===== src/rtl/dram_host_ctrl.sv =====
// dram_host_ctrl: host-side initiator for the small DRAM model.
// Accepts client reads and writes, drives single-cycle DRAM strobes,
// captures read data after RD_LAT cycles and returns it on rsp_valid.
// A free-running timer schedules refresh windows between commands.
module dram_host_ctrl #(
  parameter int ADDR_W       = 4,
  parameter int DATA_W       = 8,
  parameter int RD_LAT       = 1,
  parameter int REF_INTERVAL = 64,
  parameter int REF_CYCLES   = 4
) (
  input  logic              clk,
  input  logic              reset,
  input  logic              req_valid,
  output logic              req_ready,
  input  logic              req_write,
  input  logic [ADDR_W-1:0] req_addr,
  input  logic [DATA_W-1:0] req_wdata,
  output logic              rsp_valid,
  output logic [DATA_W-1:0] rsp_rdata,
  output logic              mem_read_r,
  output logic              mem_write_r,
  output logic [ADDR_W-1:0] mem_addr,
  output logic [DATA_W-1:0] mem_data,
  input  logic [DATA_W-1:0] mem_read_data,
  output logic              mem_refresh,
  output logic [2:0]        state
);

  typedef enum logic [2:0] {
    S_IDLE    = 3'd0,
    S_WRITE   = 3'd1,
    S_READ    = 3'd2,
    S_WAIT    = 3'd3,
    S_RESP    = 3'd4,
    S_REFRESH = 3'd5
  } state_t;

  localparam int REF_CNT_W = (REF_INTERVAL > 1) ? $clog2(REF_INTERVAL) : 1;
  localparam int WIN_W     = (REF_CYCLES > 1) ? $clog2(REF_CYCLES) : 1;
  localparam logic [REF_CNT_W-1:0] REF_LAST  = REF_CNT_W'(REF_INTERVAL - 1);
  localparam logic [WIN_W-1:0]     WIN_LAST  = WIN_W'(REF_CYCLES - 1);
  localparam logic [3:0]           WAIT_LOAD = 4'(RD_LAT - 1);

  state_t                state_q;
  state_t                state_d;
  logic [REF_CNT_W-1:0]  ref_cnt;
  logic                  ref_pending;
  logic [3:0]            wait_cnt;
  logic [WIN_W-1:0]      win_cnt;
  logic                  accept;
  logic                  ref_expire;
  logic                  ref_enter;
  logic                  wait_last;

  // Handshake: a request transfers on a rising edge where req_valid && req_ready.
  // req_ready depends only on registered state, so it never combinationally
  // follows req_valid; the client may hold req_valid until it sees the transfer.
  assign req_ready  = (state_q == S_IDLE) && !ref_pending;
  assign accept     = req_valid && req_ready;
  assign ref_expire = (ref_cnt == REF_LAST);
  assign ref_enter  = (state_q == S_IDLE) && ref_pending;
  assign wait_last  = (state_q == S_WAIT) && (wait_cnt == 4'd0);

  // Strobes are decoded from the registered state only, so they are glitch-free
  // and mutually exclusive by construction.
  assign mem_write_r = (state_q == S_WRITE);
  assign mem_read_r  = (state_q == S_READ);
  assign rsp_valid   = (state_q == S_RESP);
  assign mem_refresh = (state_q == S_REFRESH);
  assign state       = state_q;

  // State register.
  always_ff @(posedge clk) begin
    if (reset) state_q <= S_IDLE;
    else       state_q <= state_d;
  end

  // Next-state logic: a pending refresh wins over a new request in IDLE.
  always_comb begin
    state_d = state_q;
    case (state_q)
      S_IDLE: begin
        if (ref_pending)    state_d = S_REFRESH;
        else if (req_valid) state_d = req_write ? S_WRITE : S_READ;
      end
      S_WRITE:   state_d = S_IDLE;
      S_READ:    state_d = S_WAIT;
      S_WAIT:    if (wait_cnt == 4'd0) state_d = S_RESP;
      S_RESP:    state_d = S_IDLE;
      S_REFRESH: if (win_cnt == '0) state_d = S_IDLE;
      default:   state_d = S_IDLE;
    endcase
  end

  // Free-running refresh timer, 0..REF_INTERVAL-1; keeps counting during windows.
  always_ff @(posedge clk) begin
    if (reset)           ref_cnt <= '0;
    else if (ref_expire) ref_cnt <= '0;
    else                 ref_cnt <= ref_cnt + REF_CNT_W'(1);
  end

  // Pending flag: set on expiry (a repeat expiry merges), cleared on window entry.
  always_ff @(posedge clk) begin
    if (reset)           ref_pending <= 1'b0;
    else if (ref_expire) ref_pending <= 1'b1;
    else if (ref_enter)  ref_pending <= 1'b0;
  end

  // WAIT down-counter: loaded in READ, reaches zero on the last WAIT cycle.
  always_ff @(posedge clk) begin
    if (reset)                                        wait_cnt <= 4'd0;
    else if (state_q == S_READ)                       wait_cnt <= WAIT_LOAD;
    else if (state_q == S_WAIT && wait_cnt != 4'd0)   wait_cnt <= wait_cnt - 4'd1;
  end

  // Refresh window down-counter: loaded on entry, window ends when it hits zero.
  always_ff @(posedge clk) begin
    if (reset)                                       win_cnt <= '0;
    else if (ref_enter)                              win_cnt <= WIN_LAST;
    else if (state_q == S_REFRESH && win_cnt != '0)  win_cnt <= win_cnt - WIN_W'(1);
  end

  // Command capture: address and write data hold until the next acceptance.
  always_ff @(posedge clk) begin
    if (reset) begin
      mem_addr <= '0;
      mem_data <= '0;
    end else if (accept) begin
      mem_addr <= req_addr;
      mem_data <= req_wdata;
    end
  end

  // Read data capture on the last WAIT cycle; held until the next read returns.
  always_ff @(posedge clk) begin
    if (reset)          rsp_rdata <= '0;
    else if (wait_last) rsp_rdata <= mem_read_data;
  end

endmodule

===== config.mk =====
export PLATFORM = sky130hd
export DESIGN_NAME = dram_host_ctrl
export DESIGN_NICKNAME = d
export VERILOG_FILES = /design/src/rtl/dram_host_ctrl.sv
export SDC_FILE = /design/constraint.sdc
export NUM_CORES = 1
export LEC_CHECK = 0
export ABC_AREA = 1
export CORE_MARGIN = 5
export CORE_UTILIZATION = 43
export DETAILED_ROUTE_END_ITERATION = 10
export GPL_ROUTABILITY_DRIVEN = 0
export PLACE_DENSITY = 0.75
export SKIP_LAST_GASP = 1
export SYNTH_ARGS = -nofsm -noshare
export SYNTH_HDL_FRONTEND = slang
export SYNTH_SLANG_ARGS = --single-unit

===== constraint.sdc =====
create_clock -name clk -period 2.3 [get_ports clk]
set_clock_uncertainty 0.1 [all_clocks]
set_input_delay 0.46 -clock clk [delete_from_list [all_inputs] [get_ports clk]]
set_output_delay 0.46 -clock clk [all_outputs]
set_load 0.01 [all_outputs]

==> results of run 1 <==
[metrics by stage]
stage | power [uW] | setup slack, ns | utilization [%] | cell area (um2)
global placement | 1353 | 0.4126 | 60.69 | 2057
finish | 1778 | 0.1027 | 63.12 | 2140
global route | 1884 | 0.01836 | 63.12 | 2140
CTS | 1797 | 0.01294 | 62.94 | 2133
floorplan | 1106 | 0.8828 | - | 1526
detailed placement | 1356 | 0.4173 | 60.69 | 2057
[metal layers]
metal	share of wire (%)	vias to the layer above	track usage [%]
li1	-	760	-
met1	46	596	17.51
met2	45	43	22.67
met3	7.5	4	5.942
met4	1.6	0	5.857
met5	0	-	0
[where the power goes]
group          switching (uW)  internal (uW)
sequential               61.0            699
combinational             294            288
clock                     207            228
total                     562           1220
[flip-flops by register name (all words and copies together), names as in the netlist]
register and flops:
mem_addr 4, ref_cnt 6, state 3, win_cnt 2, mem_data 8, ref_pending 1, rsp_rdata 8, wait_cnt 4
[kinds of logic after synthesis]
group	Yosys count
AND/OR/NAND/NOR	114
buffers and inverters	23
adder cells (fa/ha/maj)	3
flip-flops	36
AO/OA/AOI/OAI	27
XOR/XNOR	4
[path summary, 6_finish.rpt]
check	end	slack, ns	startpoint
setup reg to reg	state[1]	0.76	wait_cnt[0]
setup / recovery	req_ready	0.10	state[1]
hold reg to reg	ref_cnt[0]	0.37	ref_cnt[0]
hold / removal	ref_cnt[0]	0.37	ref_cnt[0]
[final cells by class]
type | instances | area, um2
sequential | 36 | 721.9
clock inverter | 2 | 35.03
clock buffer | 6 | 41.29
fill | 310 | 1250
tap | 46 | 57.56
timing repair buffer | 52 | 518.0
inverter | 17 | 63.81
multi-input combinational | 148 | 701.9
[critical path, cell delays in order (launching register included)]
cell and delay, ns:
dfxtp_2 0.39, nor2_4 0.18, nand2_4 0.09, nor2_2 0.10
clkdlybuf4s50_1 0.54
[cell usage in the layout, fill, tap and decap left out, drive strengths merged]
master          n
a21oi          18
buf             1
bufinv          1
clkbuf          6
clkdlybuf4s50  51
clkinv          1
dfxtp          36
ha              3
inv            17
nand2          60
nand3           8
nand3b          1
nand4           1
nor2           38
nor3            5
o21ai           9
or2             1
xnor2           1
xor2            3
==> results by group, run 1 <==
Status
  – Status: finished clean

Clock network
  – CTS tree: done
  – Clk buf depth: 2
  – H-Tree Level Count: 2
  – Clock transition at the registers of the reported paths: 0.11 ns
  – Skew-Pair Late Insertion Delay: 0.34 ns
  – Clock Sinks: 36
  – Num CTS Buffers: 5
  – Postcts setup bufs: 0
  – Cts hold-fix bufs: 0
  – # resized after CTS: 0
  – CTS Root Cell: clkbuf_4

Yosys
  – Sequential area share after synthesis: 47.21%
  – Async S/R FF share, synth: 0%
  – Most common library cells after synthesis: nand2_1 (59), dfxtp_1 (36), nor2_1 (35)
  – Post-synthesis simple-gate area fraction: 32.05%
  – Synth Warn #: 0
  – Number of synthesized flops with an enable pin: 0
  – Yosys reg bits: 36
  – Synth area leader: dfxtp_1
  – Adder-cell share of the synthesized area: 2.459%
  – Synth cell types: 21
  – Cells after Synth: 207
  – Syn_nets: 234
  – Avg Cell Area, Syn: 7.374 um2
  – Main combinational cell family by area after synthesis: simple AND/OR/NAND/NOR gates
  – Multiplexer share of the synthesized area: 0%
  – Area share of the largest cell type after synthesis: 47.21%
  – Post-Synth XOR/XNOR Area: 2.295%
  – Post-synthesis cell area: 0.001526 mm2
  – Ys flop type: dfxtp_1
  – Synth Area in Compound Gates: 8.852%
  – Most common cell in the netlist: nand2_1
  – Largest cells by area after synthesis: dfxtp_1 (47%), nand2_1 (15%), nor2_1 (8.6%), a21oi_1 (5.9%), inv_1 (3.9%)

STA
  – Total negative setup slack: 0 ns
  – Fin crit share: 95.53%
  – RSZ-0062 raised after global routing: false
  – Worst-Margin Slew: 0.4514 ns
  – Final hold vios: 0
  – Maximum clock frequency: 455.1 MHz
  – Final hold slack: 0.3674 ns
  – Setup Viol. Count Final: 0
  – Max Slew Vio Count: 0
  – Relative slew slack: 69.81%
  – Final min period: 2.197 ns

Die
  – Die Area: 0.004841 mm2
  – Row count: 21
  – Initial Util: 45.04%
  – Die width: 69.58 um
  – I/O pin cnt: 52
  – Core area: 0.003390 mm2
  – Chip height: 69.58 um

Layout
  – Share of cells above drive strength 1: 6.130%
  – N_diodes: 0
  – Final Non-Filler Cells: 307
  – Synth-to-Final Area Change: 40.16%
  – Layout Nets: 287

Place
  – Port buffer count: 51
  – HPWL after detailed placement: 2.447 mm
  – Placed Cells incl. Taps: 299

Routing
  – # DRC: 0
  – DR vias: 1403
  – Avg WL per Cell: 10.98 um
  – Vias/cell: 4.570
  – 1st-iter DRT viols: 99
  – Drt first pass iters: 4
  – Post-detailed-route count of antenna-violating nets: 0
  – Routed WL: 3.370 mm

Critical path
  – Crit-path max FO: 9
  – Reg2reg path depth: 8
  – Crit end category: output port
  – Critical path startpoint category: flop
  – CP Data Arrival Time: 1.64 ns
  – Worst Path Required: 1.74 ns
  – Crit Path Category: flop to output port

Global routing
  – Largest net degree at the start of global routing: 17
  – First-pass GRT wire length: 5.692 mm
  – Vias in the first global route: 1265
  – Initial antenna violation count: 0
  – Total track usage: 14.47%
  – Total gr overflow: 0

Hold path
  – Worst hold stages: 1
  – HP Class: flop to flop

Pwr
  – Leakage: 0.0008909 uW
  – Pwr per Cell Area: 830.8 mW/mm2
  – VDD IR-drop max: 0.8205 mV

Job
  – Max Cap Viol: 0
No activity file was read; power rests on OpenSTA's default activity.
==> run 2: changes to the inputs <==
--- a/config.mk
+++ b/config.mk
@@ -10,7 +10,7 @@
 export CORE_UTILIZATION = 43
 export DETAILED_ROUTE_END_ITERATION = 10
 export GPL_ROUTABILITY_DRIVEN = 0
-export PLACE_DENSITY = 0.75
+export PLACE_DENSITY_LB_ADDON = 0.3
 export SKIP_LAST_GASP = 1
 export SYNTH_ARGS = -nofsm -noshare
 export SYNTH_HDL_FRONTEND = slang
==> run 2 against run 1 <==
Effect of this change: routed wire length up 1.4%; combinational power hardly changed; cell area decreased by 0.64%.
==> results by group, run 2 (synthesis results as in run 1) <==
Pwr
  – Register share of total power: 44.6% (was 42.8%)
  – Clock Power Share: 21.5% (was 24.5%)
  – Net Sw Frac: 33.26% (was 31.61%)
  – VDD IR-drop max: 0.4045 mV (was 0.8205 mV)
  – Pint: 1140 uW (was 1216 uW)
  – Sw Pwr: 568.1 uW (was 561.8 uW)
  – Logic pwr share: 33.9% (was 32.7%)
  – Leakage: 0.0008868 uW (was 0.0008909 uW)
  – Pwr per Cell Area: 803.5 mW/mm2 (was 830.8 mW/mm2)

Critical path
  – Critical R2R Launch: wait_cnt[0] (unchanged)
  – Worst flop-to-flop path endpoint: state[2] (was state[1])
  – Critical path startpoint category: flop (unchanged)
  – CP bufs+invs: 3 (was 1)
  – CP Cell Sequence: inv_2 -> nand3_1 -> inv_1 -> clkdlybuf4s50_1 (was nor2_4 -> nand2_4 -> nor2_2 -> clkdlybuf4s50_1)
  – CP Data Arrival Time: 1.63 ns (was 1.64 ns)
  – Crit Path Category: flop to output port (unchanged)
  – CP max-delay cell: clkdlybuf4s50_1 (unchanged)
  – Family with the most delay on the worst path: buffers and inverters (unchanged)
  – Max incr delay on CP: 0.53 ns (was 0.54 ns)
  – Crit end category: output port (unchanged)
  – R2R setup slack: 0.70 ns (was 0.76 ns)
  – Reg2reg path depth: 8 (unchanged)
  – Worst Path Required: 1.74 ns (about the same)
  – Crit-path max FO: 8 (was 9)

Global routing
  – Vias in the first global route: 1262 (was 1265)
  – Initial antenna violation count: 0 (unchanged)
  – First-pass GRT wire length: 5.595 mm (was 5.692 mm)
  – Total gr overflow: 0 (unchanged)
  – Total track usage: 14.22% (was 14.47%)
  – Largest net degree at the start of global routing: 17 (unchanged)

STA
  – Final hold slack: 0.3662 ns (was 0.3674 ns)
  – Total negative setup slack: 0 ns (unchanged)
  – Final hold vios: 0 (unchanged)
  – Worst-Margin Slew: 0.4564 ns (was 0.4514 ns)
  – RSZ-0062 raised after global routing: false (unchanged)
  – Final min period: 2.194 ns (was 2.197 ns)
  – Fin crit share: 95.39% (was 95.53%)
  – Maximum clock frequency: 455.8 MHz (was 455.1 MHz)
  – Setup Viol. Count Final: 0 (unchanged)
  – Final worst slack: 0.1060 ns (was 0.1027 ns)
  – Max Slew Vio Count: 0 (unchanged)
  – Relative slew slack: 69.47% (was 69.81%)

Place
  – Port buffer count: 51 (unchanged)
  – Pre-CTS setup slack: 0.4094 ns (was 0.4173 ns)
  – Dpl cell area: 0.002057 mm2 (unchanged)
  – HPWL after detailed placement: 2.520 mm (was 2.447 mm)

Routing
  – 1st-iter DRT viols: 71 (was 99)
  – DR vias: 1408 (was 1403)
  – Routed WL: 3.416 mm (was 3.370 mm)
  – Post-detailed-route count of antenna-violating nets: 0 (unchanged)
  – Avg WL per Cell: 11.13 um (was 10.98 um)
  – Vias/cell: 4.586 (was 4.570)
  – # DRC: 0 (unchanged)
  – Drt first pass iters: 4 (unchanged)

Hold path
  – Hold EP: ref_cnt[0] (unchanged)
  – HP Class: flop to flop (unchanged)
  – Worst hold stages: 1 (unchanged)
  – Hold Path Origin: ref_cnt[0] (unchanged)

Clock network
  – Clock Sinks: 36 (unchanged)
  – Skew-Pair Late Insertion Delay: 0.34 ns (about the same)
  – Num CTS Buffers: 5 (unchanged)
  – Clock transition at the registers of the reported paths: 0.11 ns (about the same)
  – CTS tree: done (unchanged)
  – H-Tree Level Count: 2 (unchanged)
  – Clk buf depth: 2 (unchanged)
  – CTS Root Cell: clkbuf_4 (unchanged)
  – Cts hold-fix bufs: 0 (unchanged)

Layout
  – Largest regs: mem_data (8), rsp_rdata (8), ref_cnt (6) (unchanged)
  – Share of cells above drive strength 1: 6.897% (was 6.130%)
  – Most frequent cells in the layout: nand2_1 (59), clkdlybuf4s50_1 (51), nor2_1 (35), dfxtp_1 (33), a21oi_1 (18) (was nand2_1 (59), clkdlybuf4s50_1 (51), nor2_1 (35), dfxtp_1 (35), a21oi_1 (18))
  – Post-route design area: 0.002126 mm2 (was 0.002140 mm2)
  – Layout Nets: 287 (unchanged)
  – Synth-to-Final Area Change: 39.26% (was 40.16%)
  – Fill cells: 323 (was 310)
  – N_diodes: 0 (unchanged)
  – Util after Layout: 62.72% (was 63.12%)
  – Most common cell after layout, fill and taps aside: nand2_1 (unchanged)

Die
  – Die width: 69.58 um (unchanged)
  – Core area: 0.003390 mm2 (unchanged)
  – Row count: 21 (unchanged)
  – Initial Util: 45.04% (unchanged)
  – I/O pin cnt: 52 (unchanged)
  – Die Area: 0.004841 mm2 (unchanged)
  – Chip height: 69.58 um (unchanged)

Job
  – Max Cap Viol: 0 (unchanged)

Status
  – Status: finished clean (unchanged)
run 2: per-stage QoR:
stage | total power, uW | cells
after global routing | 1824 | 307
after detailed placement | 1354 | 299
after global placement | 1350 | 299
final | 1708 | 307
after CTS | 1726 | 307
after floorplan | 1106 | 207
run 2: layout make-up:
cell class	count	area (um2)	share of cell area, %
Clock buffer	6	51.30	2.413
Tap cell	46	57.56	2.707
Multi-Input combinational cell	148	696.9	32.78
Clock inverter	2	13.76	0.6474
Timing Repair Buffer	52	518.0	24.37
Sequential cell	36	724.4	34.08
Inverter	17	63.81	3.002
run 2: how the worst max path moves through the flow:
| stage | to | startpoint | cells after the start |
|---|---|---|---|
| floorplan | mem_addr[0] | state[1] | 8 |
| global placement | mem_read_r | state[1] | 3 |
| detailed placement | mem_read_r | state[1] | 3 |
| CTS | mem_read_r | state[1] | 3 |
| global route | mem_read_r | state[2] | 4 |
| finish | mem_read_r | state[2] | 4 |
run 2: repair_timing:
| item | 4_1_cts | 5_1_grt |
|---|---|---|
| setup endpoints to repair | 0 | 5 |
| resized for setup | 0 | 3 |
| endpoints found under the hold margin | 0 | 0 |
| buffers inserted | 0 | 0 |
run 2: layer usage:
metal | share of wire [%] | global-route usage (%) | vias up | wire (um)
met5 | 0 | 0 | - | 0
met4 | 0.94 | 5.206 | 0 | 32
met3 | 7.5 | 5.942 | 4 | 255
met2 | 47 | 23.20 | 38 | 1620
met1 | 44 | 16.59 | 613 | 1506
li1 | - | - | 753 | -
run 2: power by group through the flow:
stage	clock [uW]	sequential (uW)	combinational (uW)
final	367	762	579
after global routing	411	773	639
after CTS	382	759	586
after detailed placement	0	772	582
after global placement	0	770	580
after floorplan	0	790	316
